## config.mk

```make
export PLATFORM = sky130hd
export DESIGN_NAME = lcd_text_driver_flat
export DESIGN_NICKNAME = d
export VERILOG_FILES = /design/src/rtl/lcd_text_driver_if.sv /design/src/rtl/lcd_text_driver.sv /design/src/flat_wrapper.sv
export SDC_FILE = /design/constraint.sdc
export NUM_CORES = 1
export LEC_CHECK = 0
export CORE_MARGIN = 4
export CORE_UTILIZATION = 50
export DETAILED_ROUTE_END_ITERATION = 10
export PLACE_DENSITY = 0.79
export SYNTH_ARGS = -nofsm -noshare
export SYNTH_HDL_FRONTEND = slang
export SYNTH_SLANG_ARGS = --single-unit
```

## constraint.sdc

```tcl
create_clock -name clk -period 7.2 [get_ports clk]
set_input_delay 2.16 -clock clk [delete_from_list [all_inputs] [get_ports clk]]
set_output_delay 2.16 -clock clk [all_outputs]
set_load 0.01 [all_outputs]
```

## src/rtl/lcd_text_driver_if.sv

```systemverilog
// Host text/refresh handshake plus the HD44780 4-bit bus for lcd_text_driver.
// The driver connects through the slave modport and the host through the master modport.
interface lcd_text_driver_if #(
    parameter int ROWS = 2,
    parameter int COLS = 16
);
    logic [8*ROWS*COLS-1:0] strdata;
    logic                   refresh;
    logic                   busy;
    logic                   done;
    logic                   lcd_e;
    logic                   lcd_rs;
    logic                   lcd_rw;
    logic [3:0]             lcd_dat;

    modport master (
        output strdata, refresh,
        input  busy, done, lcd_e, lcd_rs, lcd_rw, lcd_dat
    );

    modport slave (
        input  strdata, refresh,
        output busy, done, lcd_e, lcd_rs, lcd_rw, lcd_dat
    );
endinterface

```

## src/rtl/lcd_text_driver.sv

```systemverilog
// HD44780 4-bit text driver: power-up wait, init list, then full-screen redraws
// from a snapshot of strdata on refresh, pending request or text change.
module lcd_text_driver #(
    parameter int ROWS         = 2,
    parameter int COLS         = 16,
    parameter int T_EN         = 12,
    parameter int T_CMD        = 2000,
    parameter int T_CLR        = 82000,
    parameter int T_PWRUP      = 750000,
    parameter bit AUTO_REFRESH = 1'b1
) (
    input  logic             clk,
    input  logic             rst,
    lcd_text_driver_if.slave bus
);
    localparam int NCHAR = ROWS * COLS;
    localparam int TMAX0 = (T_PWRUP > T_CLR) ? T_PWRUP : T_CLR;
    localparam int TMAX1 = (T_CMD > T_EN) ? T_CMD : T_EN;
    localparam int TMAX  = (TMAX0 > TMAX1) ? TMAX0 : TMAX1;
    localparam int CW    = $clog2(TMAX + 1);
    localparam int CIW   = (COLS > 1) ? $clog2(COLS) : 1;
    localparam int RIW   = (ROWS > 1) ? $clog2(ROWS) : 1;

    typedef enum logic [2:0] {S_PWRUP, S_INIT, S_IDLE, S_SETADDR, S_WRCHAR} state_t;
    typedef enum logic [2:0] {P_EH1, P_EL1, P_EH2, P_EL2, P_WAIT} phase_t;

    // Init steps 0..3 are lone nibbles, carried in the high half of the byte.
    function automatic logic [7:0] init_byte(input logic [2:0] step);
        case (step)
            3'd0, 3'd1, 3'd2: init_byte = 8'h30;
            3'd3:             init_byte = 8'h20;
            3'd4:             init_byte = 8'h28;
            3'd5:             init_byte = 8'h0C;
            3'd6:             init_byte = 8'h06;
            3'd7:             init_byte = 8'h01;
            default:          init_byte = 8'h00;
        endcase
    endfunction

    function automatic logic [7:0] row_cmd(input logic [RIW-1:0] row);
        case (int'(row))
            0:       row_cmd = 8'h80;
            1:       row_cmd = 8'hC0;
            2:       row_cmd = 8'h94;
            3:       row_cmd = 8'hD4;
            default: row_cmd = 8'h80;
        endcase
    endfunction

    function automatic logic [7:0] snap_char(input logic [8*NCHAR-1:0] snap,
                                             input logic [RIW-1:0] row,
                                             input logic [CIW-1:0] col);
        int k;
        k = int'(row) * COLS + int'(col);
        snap_char = snap[8*(NCHAR-1-k) +: 8];
    endfunction

    state_t             state_r, state_nxt_s;
    phase_t             phase_r, phase_nxt_s;
    logic [CW-1:0]      cnt_r, cnt_nxt_s, cnt_lim_s;
    logic [7:0]         byte_r, byte_nxt_s;
    logic               nib_only_r, nib_only_nxt_s;
    logic [2:0]         step_r, step_nxt_s;
    logic [RIW-1:0]     row_r, row_nxt_s;
    logic [CIW-1:0]     col_r, col_nxt_s;
    logic [8*NCHAR-1:0] snap_r, snap_nxt_s;
    logic               pending_r, pending_nxt_s;
    logic               lcd_e_r, lcd_e_nxt_s;
    logic               lcd_rs_r, lcd_rs_nxt_s;
    logic [3:0]         lcd_dat_r, lcd_dat_nxt_s;
    logic               busy_r, busy_nxt_s;
    logic               done_r, done_nxt_s;
    logic               cnt_last_s, xfer_end_s, start_s, xfer_nxt_s;

    // Phase length: enable half-periods, then the post-byte wait (longer after clear).
    always_comb begin
        cnt_lim_s = CW'(T_EN - 1);
        case (phase_r)
            P_WAIT:  cnt_lim_s = (state_r == S_INIT && step_r == 3'd7) ? CW'(T_CLR - 1) : CW'(T_CMD - 1);
            default: cnt_lim_s = CW'(T_EN - 1);
        endcase
        cnt_last_s = (state_r == S_PWRUP) ? (cnt_r == CW'(T_PWRUP - 1)) : (cnt_r == cnt_lim_s);
        xfer_end_s = (phase_r == P_WAIT) && cnt_last_s;
        start_s    = bus.refresh || pending_r || (AUTO_REFRESH && (bus.strdata != snap_r));
    end

    // Next-state, sequencing and registered-output decode.
    always_comb begin
        state_nxt_s    = state_r;
        phase_nxt_s    = phase_r;
        cnt_nxt_s      = cnt_r;
        byte_nxt_s     = byte_r;
        nib_only_nxt_s = nib_only_r;
        step_nxt_s     = step_r;
        row_nxt_s      = row_r;
        col_nxt_s      = col_r;
        snap_nxt_s     = snap_r;
        pending_nxt_s  = pending_r;
        done_nxt_s     = 1'b0;

        if (state_r == S_IDLE) begin
            cnt_nxt_s = '0;
        end else if (cnt_last_s) begin
            cnt_nxt_s = '0;
            case (phase_r)
                P_EH1:   phase_nxt_s = P_EL1;
                P_EL1:   phase_nxt_s = nib_only_r ? P_WAIT : P_EH2;
                P_EH2:   phase_nxt_s = P_EL2;
                P_EL2:   phase_nxt_s = P_WAIT;
                default: phase_nxt_s = P_EH1;
            endcase
        end else begin
            cnt_nxt_s = cnt_r + CW'(1);
        end

        case (state_r)
            S_PWRUP: begin
                if (cnt_last_s) begin
                    state_nxt_s    = S_INIT;
                    step_nxt_s     = 3'd0;
                    byte_nxt_s     = init_byte(3'd0);
                    nib_only_nxt_s = 1'b1;
                    phase_nxt_s    = P_EH1;
                end else begin
                    phase_nxt_s = P_WAIT;
                end
            end
            S_INIT: begin
                if (xfer_end_s && step_r == 3'd7) begin
                    // The first frame after init is drawn unconditionally.
                    state_nxt_s   = S_IDLE;
                    pending_nxt_s = 1'b1;
                end else if (xfer_end_s) begin
                    step_nxt_s     = step_r + 3'd1;
                    byte_nxt_s     = init_byte(step_r + 3'd1);
                    nib_only_nxt_s = (step_r < 3'd3);
                end else begin
                    step_nxt_s = step_r;
                end
            end
            S_IDLE: begin
                if (start_s) begin
                    state_nxt_s    = S_SETADDR;
                    snap_nxt_s     = bus.strdata;
                    pending_nxt_s  = 1'b0;
                    row_nxt_s      = '0;
                    col_nxt_s      = '0;
                    byte_nxt_s     = row_cmd('0);
                    nib_only_nxt_s = 1'b0;
                    phase_nxt_s    = P_EH1;
                end else begin
                    state_nxt_s = S_IDLE;
                end
            end
            S_SETADDR: begin
                if (xfer_end_s) begin
                    state_nxt_s = S_WRCHAR;
                    col_nxt_s   = '0;
                    byte_nxt_s  = snap_char(snap_r, row_r, '0);
                end else begin
                    state_nxt_s = S_SETADDR;
                end
            end
            S_WRCHAR: begin
                if (xfer_end_s && col_r == CIW'(COLS - 1) && row_r == RIW'(ROWS - 1)) begin
                    state_nxt_s = S_IDLE;
                    done_nxt_s  = 1'b1;
                end else if (xfer_end_s && col_r == CIW'(COLS - 1)) begin
                    state_nxt_s = S_SETADDR;
                    row_nxt_s   = row_r + RIW'(1);
                    byte_nxt_s  = row_cmd(row_r + RIW'(1));
                end else if (xfer_end_s) begin
                    col_nxt_s  = col_r + CIW'(1);
                    byte_nxt_s = snap_char(snap_r, row_r, col_r + CIW'(1));
                end else begin
                    state_nxt_s = S_WRCHAR;
                end
            end
            default: state_nxt_s = S_PWRUP;
        endcase

        if (bus.refresh && state_r != S_IDLE) begin
            pending_nxt_s = 1'b1;
        end else begin
            pending_nxt_s = pending_nxt_s;
        end

        xfer_nxt_s   = (state_nxt_s == S_INIT) || (state_nxt_s == S_SETADDR) || (state_nxt_s == S_WRCHAR);
        lcd_e_nxt_s  = xfer_nxt_s && ((phase_nxt_s == P_EH1) || (phase_nxt_s == P_EH2));
        lcd_rs_nxt_s = (state_nxt_s == S_WRCHAR);
        busy_nxt_s   = (state_nxt_s != S_IDLE);
        if (!xfer_nxt_s) begin
            lcd_dat_nxt_s = 4'h0;
        end else if (phase_nxt_s == P_EH1 || phase_nxt_s == P_EL1) begin
            lcd_dat_nxt_s = byte_nxt_s[7:4];
        end else if (phase_nxt_s == P_EH2 || phase_nxt_s == P_EL2) begin
            lcd_dat_nxt_s = byte_nxt_s[3:0];
        end else begin
            lcd_dat_nxt_s = lcd_dat_r;
        end
    end

    // State, datapath and output registers.
    always_ff @(posedge clk) begin
        if (rst) begin
            state_r    <= S_PWRUP;
            phase_r    <= P_WAIT;
            cnt_r      <= '0;
            byte_r     <= 8'h00;
            nib_only_r <= 1'b0;
            step_r     <= 3'd0;
            row_r      <= '0;
            col_r      <= '0;
            snap_r     <= {NCHAR{8'h20}};
            pending_r  <= 1'b0;
            lcd_e_r    <= 1'b0;
            lcd_rs_r   <= 1'b0;
            lcd_dat_r  <= 4'h0;
            busy_r     <= 1'b1;
            done_r     <= 1'b0;
        end else begin
            state_r    <= state_nxt_s;
            phase_r    <= phase_nxt_s;
            cnt_r      <= cnt_nxt_s;
            byte_r     <= byte_nxt_s;
            nib_only_r <= nib_only_nxt_s;
            step_r     <= step_nxt_s;
            row_r      <= row_nxt_s;
            col_r      <= col_nxt_s;
            snap_r     <= snap_nxt_s;
            pending_r  <= pending_nxt_s;
            lcd_e_r    <= lcd_e_nxt_s;
            lcd_rs_r   <= lcd_rs_nxt_s;
            lcd_dat_r  <= lcd_dat_nxt_s;
            busy_r     <= busy_nxt_s;
            done_r     <= done_nxt_s;
        end
    end

    assign bus.lcd_e   = lcd_e_r;
    assign bus.lcd_rs  = lcd_rs_r;
    assign bus.lcd_rw  = 1'b0;
    assign bus.lcd_dat = lcd_dat_r;
    assign bus.busy    = busy_r;
    assign bus.done    = done_r;
endmodule
```

## src/flat_wrapper.sv

```systemverilog
// flat-port wrapper written by rule: the top's interface ports become plain ports
module lcd_text_driver_flat 
#(
    parameter int ROWS         = 2,
    parameter int COLS         = 16,
    parameter int T_EN         = 12,
    parameter int T_CMD        = 2000,
    parameter int T_CLR        = 82000,
    parameter int T_PWRUP      = 750000,
    parameter bit AUTO_REFRESH = 1'b1
)
  (clk, rst, bus_strdata, bus_refresh, bus_busy, bus_done, bus_lcd_e, bus_lcd_rs, bus_lcd_rw, bus_lcd_dat);
  lcd_text_driver_if #(.ROWS(ROWS), .COLS(COLS)) bus_i ();
  input  logic clk;
  input  logic rst;
  input wire logic [$bits(bus_i.strdata)-1:0] bus_strdata;
  input wire logic [$bits(bus_i.refresh)-1:0] bus_refresh;
  output wire logic [$bits(bus_i.busy)-1:0] bus_busy;
  output wire logic [$bits(bus_i.done)-1:0] bus_done;
  output wire logic [$bits(bus_i.lcd_e)-1:0] bus_lcd_e;
  output wire logic [$bits(bus_i.lcd_rs)-1:0] bus_lcd_rs;
  output wire logic [$bits(bus_i.lcd_rw)-1:0] bus_lcd_rw;
  output wire logic [$bits(bus_i.lcd_dat)-1:0] bus_lcd_dat;
  assign bus_i.strdata = bus_strdata;
  assign bus_i.refresh = bus_refresh;
  assign bus_busy = bus_i.busy;
  assign bus_done = bus_i.done;
  assign bus_lcd_e = bus_i.lcd_e;
  assign bus_lcd_rs = bus_i.lcd_rs;
  assign bus_lcd_rw = bus_i.lcd_rw;
  assign bus_lcd_dat = bus_i.lcd_dat;
  lcd_text_driver #(.ROWS(ROWS), .COLS(COLS), .T_EN(T_EN), .T_CMD(T_CMD), .T_CLR(T_CLR), .T_PWRUP(T_PWRUP), .AUTO_REFRESH(AUTO_REFRESH)) u_core (.clk(clk), .rst(rst), .bus(bus_i));
endmodule
```

==> impl_metrics.py <==
metrics = {
    "status": {
        "status": "finished, final reports clean",
    },
    "setup_path": {
        "ff2ff_setup_slack_ps": 2800,
        "r2r_end": "u_core.bus.lcd_dat[3]",
        "cp_slowest_cell": "a2111oi_0",
        "end_kind": "register",
        "crit_chain": "clkdlybuf4s50_1 > nor2b_1 > a2111o_1 > a2111oi_0 > nand4_1 > nor4_2 > a31oi_4 > buf_12 > a21o_1 > o21bai_1 > a31oi_1",
        "critical_path_class": "input pin to register",
        "crit_family": "compound AO/OA/AOI/OAI gates",
        "worst-r2r-cell-count": 10,
        "cp-endpoint": "u_core.bus.lcd_dat[3]",
        "critPathBufInv": 2,
        "cp.arrival_ps": 6480,
        "worst-path-stages": 11,
        "crit_path_start": "bus_strdata[44]",
        "worstSetupStartpointType": "input pin",
        "reg2reg_from": "u_core.snap_r[44]",
        "critPathMaxStageDelay_ps": 1080,
        "critPathMaxFanout": 131,
        "required_ps": 7590,
    },
    "timing": {
        "slew-limit-headroom_pct": 13.1,
        "rsz0062_at_grt": "no",
        "slew_viol_final": 0,
        "fin_tns_setup_ps": 0,
        "worst_slack_ps": 1100,
        "tightest_slew_ps": 1270,
        "fin_worst_skew_ps": 24.5,
        "finalHoldViolCount": 0,
        "period_share_pct": 84.7,
        "max_freq_mhz": 164,
        "min_period_ps": 6100,
        "finalSetupViolations": 0,
    },
    "power": {
        "combPwrFrac_pct": 8.8,
        "power_switching_w": 0.000921,
        "switching_share_pct": 23.9,
        "p_leak_nw": 7.29,
        "p_per_area_nw_per_um2": 180,
        "internal-power_w": 0.00294,
        "p_clk_share_pct": 46.9,
        "ir_drop_mv": 0.142,
        "pwr-share-seq_pct": 44.2,
    },
    "die": {
        "dieArea_um2": 37900,
        "coreArea_um2": 34500,
        "fp.dieH_um": 195,
        "dieWidth_um": 195,
        "start_util_pct": 50.6,
        "ioPinCount": 268,
        "row_count": 68,
    },
    "grt": {
        "antenna_found_initial": 2,
        "grt_max_degree": 174,
        "grt_first_pass_wirelength_um": 95300,
        "overflow": 0,
        "track_usage_pct": 32.8,
        "grt_pass1_vias": 15400,
    },
    "clock_network": {
        "postCtsSetupRepairBufs": 0,
        "max-clock-path-buffers": 3,
        "clk_latency_ps": 530,
        "clockRootBuffer": "clkbuf_16",
        "ctsResizeCount": 0,
        "cts.clk_slew.worst_paths_ps": 60,
        "cts.sinks": 308,
        "cts_tree": "yes",
        "htreeDepth": 2,
        "cts_hold_buf": 0,
        "cts_buffers": 35,
    },
    "yosys": {
        "synth-compound-area-share_pct": 9.66,
        "yosysTopAreaCell": "dfxtp_1",
        "yosysMostFrequentCell": "nor2_1",
        "mappedNetlistNets": 2146,
        "synth_xor_area_share_pct": 9.04,
        "seq_area_frac_synth_pct": 35.4,
        "synthArstFlopShare_pct": 0,
        "ys_top_cells_by_area": "dfxtp_1 (35%), mux2i_1 (13%), mux4_2 (9.6%)",
        "synth.distinct_cells": 76,
        "synth-edff-count": 0,
        "netlist_area_um2": 17400,
        "synth_simple_gate_area_share_pct": 18.0,
        "synth_mux_area_share_pct": 22.7,
        "synth_top_family_by_area": "multiplexers",
        "ys.flop_type": "dfxtp_1",
        "synth_top_area_share_pct": 35.4,
        "synthCells": 1880,
        "syn_avg_cell_area_um2": 9.27,
        "yosysWarningCount": 0,
        "synthAdderAreaFrac_pct": 0.502,
        "yosys-top-cells-count": "nor2_1 (324), dfxtp_1 (308), mux2i_1 (228)",
        "synth_seq_cells": 308,
    },
    "routing": {
        "drc": 0,
        "vias": 16000,
        "first_iter_violations": 1976,
        "finalWirelength_um": 65000,
        "ant_nets": 0,
        "via_per_inst": 6.22,
        "first_pass_iters": 6,
        "wire_per_inst_um": 25.2,
    },
    "flow_run": {
        "cap_violations": 0,
    },
    "place": {
        "port_buffers": 266,
        "place_area_um2": 20400,
        "dp_hpwl_um": 50100,
        "place_congestion": 1.02,
        "place_ws_ps": 841,
        "dp_cells": 2512,
    },
    "cells_and_area": {
        "final_layout_size_suffix_gt1_share_pct": 7.55,
        "syn2layout_area_growth_pct": 23.3,
        "fin_nets": 2360,
        "post-route-cell-area_um2": 21500,
        "fin_cells": 2575,
        "post-route-util_pct": 62.4,
    },
    "worst_hold_path": {
        "hold_class": "register to register",
    },
}
[cell families (layout without fill, tap and decap cells)]
logic type / after synthesis / count (layout)
adders and majority gates: 7 / 7
DFF: 308 / 308
and+or+nand+nor: 656 / 656
muxes: 303 / 303
AOI/OAI and AO/OA: 231 / 231
buffers and inverters: 194 / 432
other: 1 / 3
xor gates and xnor gates: 180 / 180
[stage by stage]
step           total power, W  hold WS [ps]
4_1_cts               0.00385           476
6_report              0.00386           474
5_1_grt               0.00394           508
2_1_floorplan         0.00184           426
3_5_place_dp          0.00208           469
3_3_place_gp          0.00208           440
[placed cells by master, fill, tap and decap left out, drive strengths merged, types with 53 or more instances in the layout]
| cell | n |
|---|---|
| nor2b | 57 |
| inv | 92 |
| nand2 | 72 |
| xnor2 | 119 |
| a21oi | 53 |
| mux4 | 74 |
| clkbuf | 53 |
| nor2 | 325 |
| xor2 | 61 |
| clkdlybuf4s50 | 265 |
| dfxtp | 308 |
| mux2i | 228 |
[power groups by stage]
stage | sequential [W] | clock [W] | combinational, W
after floorplan | 0.00174 | 0 | 0.0000939
after global placement | 0.00174 | 0 | 0.000331
after detailed placement | 0.00175 | 0 | 0.000333
after CTS | 0.00171 | 0.00180 | 0.000335
after global routing | 0.00171 | 0.00188 | 0.000352
final | 0.00171 | 0.00181 | 0.000342
[layout make-up]
class | count | area [um^2]
fillers | 2870 | 13000
multi-input cells | 1378 | 10500
flip-flops and latches | 308 | 6170
repair buffers | 279 | 2800
clock buffers | 53 | 1030
well taps | 455 | 569
inverters | 92 | 345
clock inverters | 8 | 105
diodes | 2 | 5.00
[flip-flops by register name (all words and copies together), names as in the netlist, 3 cells and up]
name and count:
u_core.col_r 4, u_core.state_r 3, u_core.cnt_r 20, u_core.bus.lcd_dat 4, u_core.byte_r 8, u_core.step_r 3, u_core.phase_r 3, u_core.snap_r 256
[how the worst min path moves through the flow]
stage	startpoint	to	slack (ps)	cells past startpoint
2_1_floorplan	u_core.cnt_r[0]	u_core.cnt_r[0]	430	1
3_5_place_dp	u_core.col_r[1]	u_core.col_r[1]	470	2
4_1_cts	u_core.col_r[1]	u_core.col_r[1]	480	2
3_3_place_gp	u_core.cnt_r[0]	u_core.cnt_r[0]	440	1
5_1_grt	u_core.cnt_r[0]	u_core.cnt_r[0]	510	1
6_report	u_core.cnt_r[0]	u_core.cnt_r[0]	470	1
[metal layers]
| layer | vias to the layer above | share of wire, % | track usage [%] |
|---|---|---|---|
| met3 | 203 | 11 | 7.51 |
| met1 | 7752 | 39 | 44.1 |
| met4 | 2 | 5.3 | 14.9 |
| met2 | 982 | 44 | 50.4 |
| li1 | 7086 | - | - |
| met5 | - | 0.020 | 0 |
No activity file was read; power rests on OpenSTA's default activity.
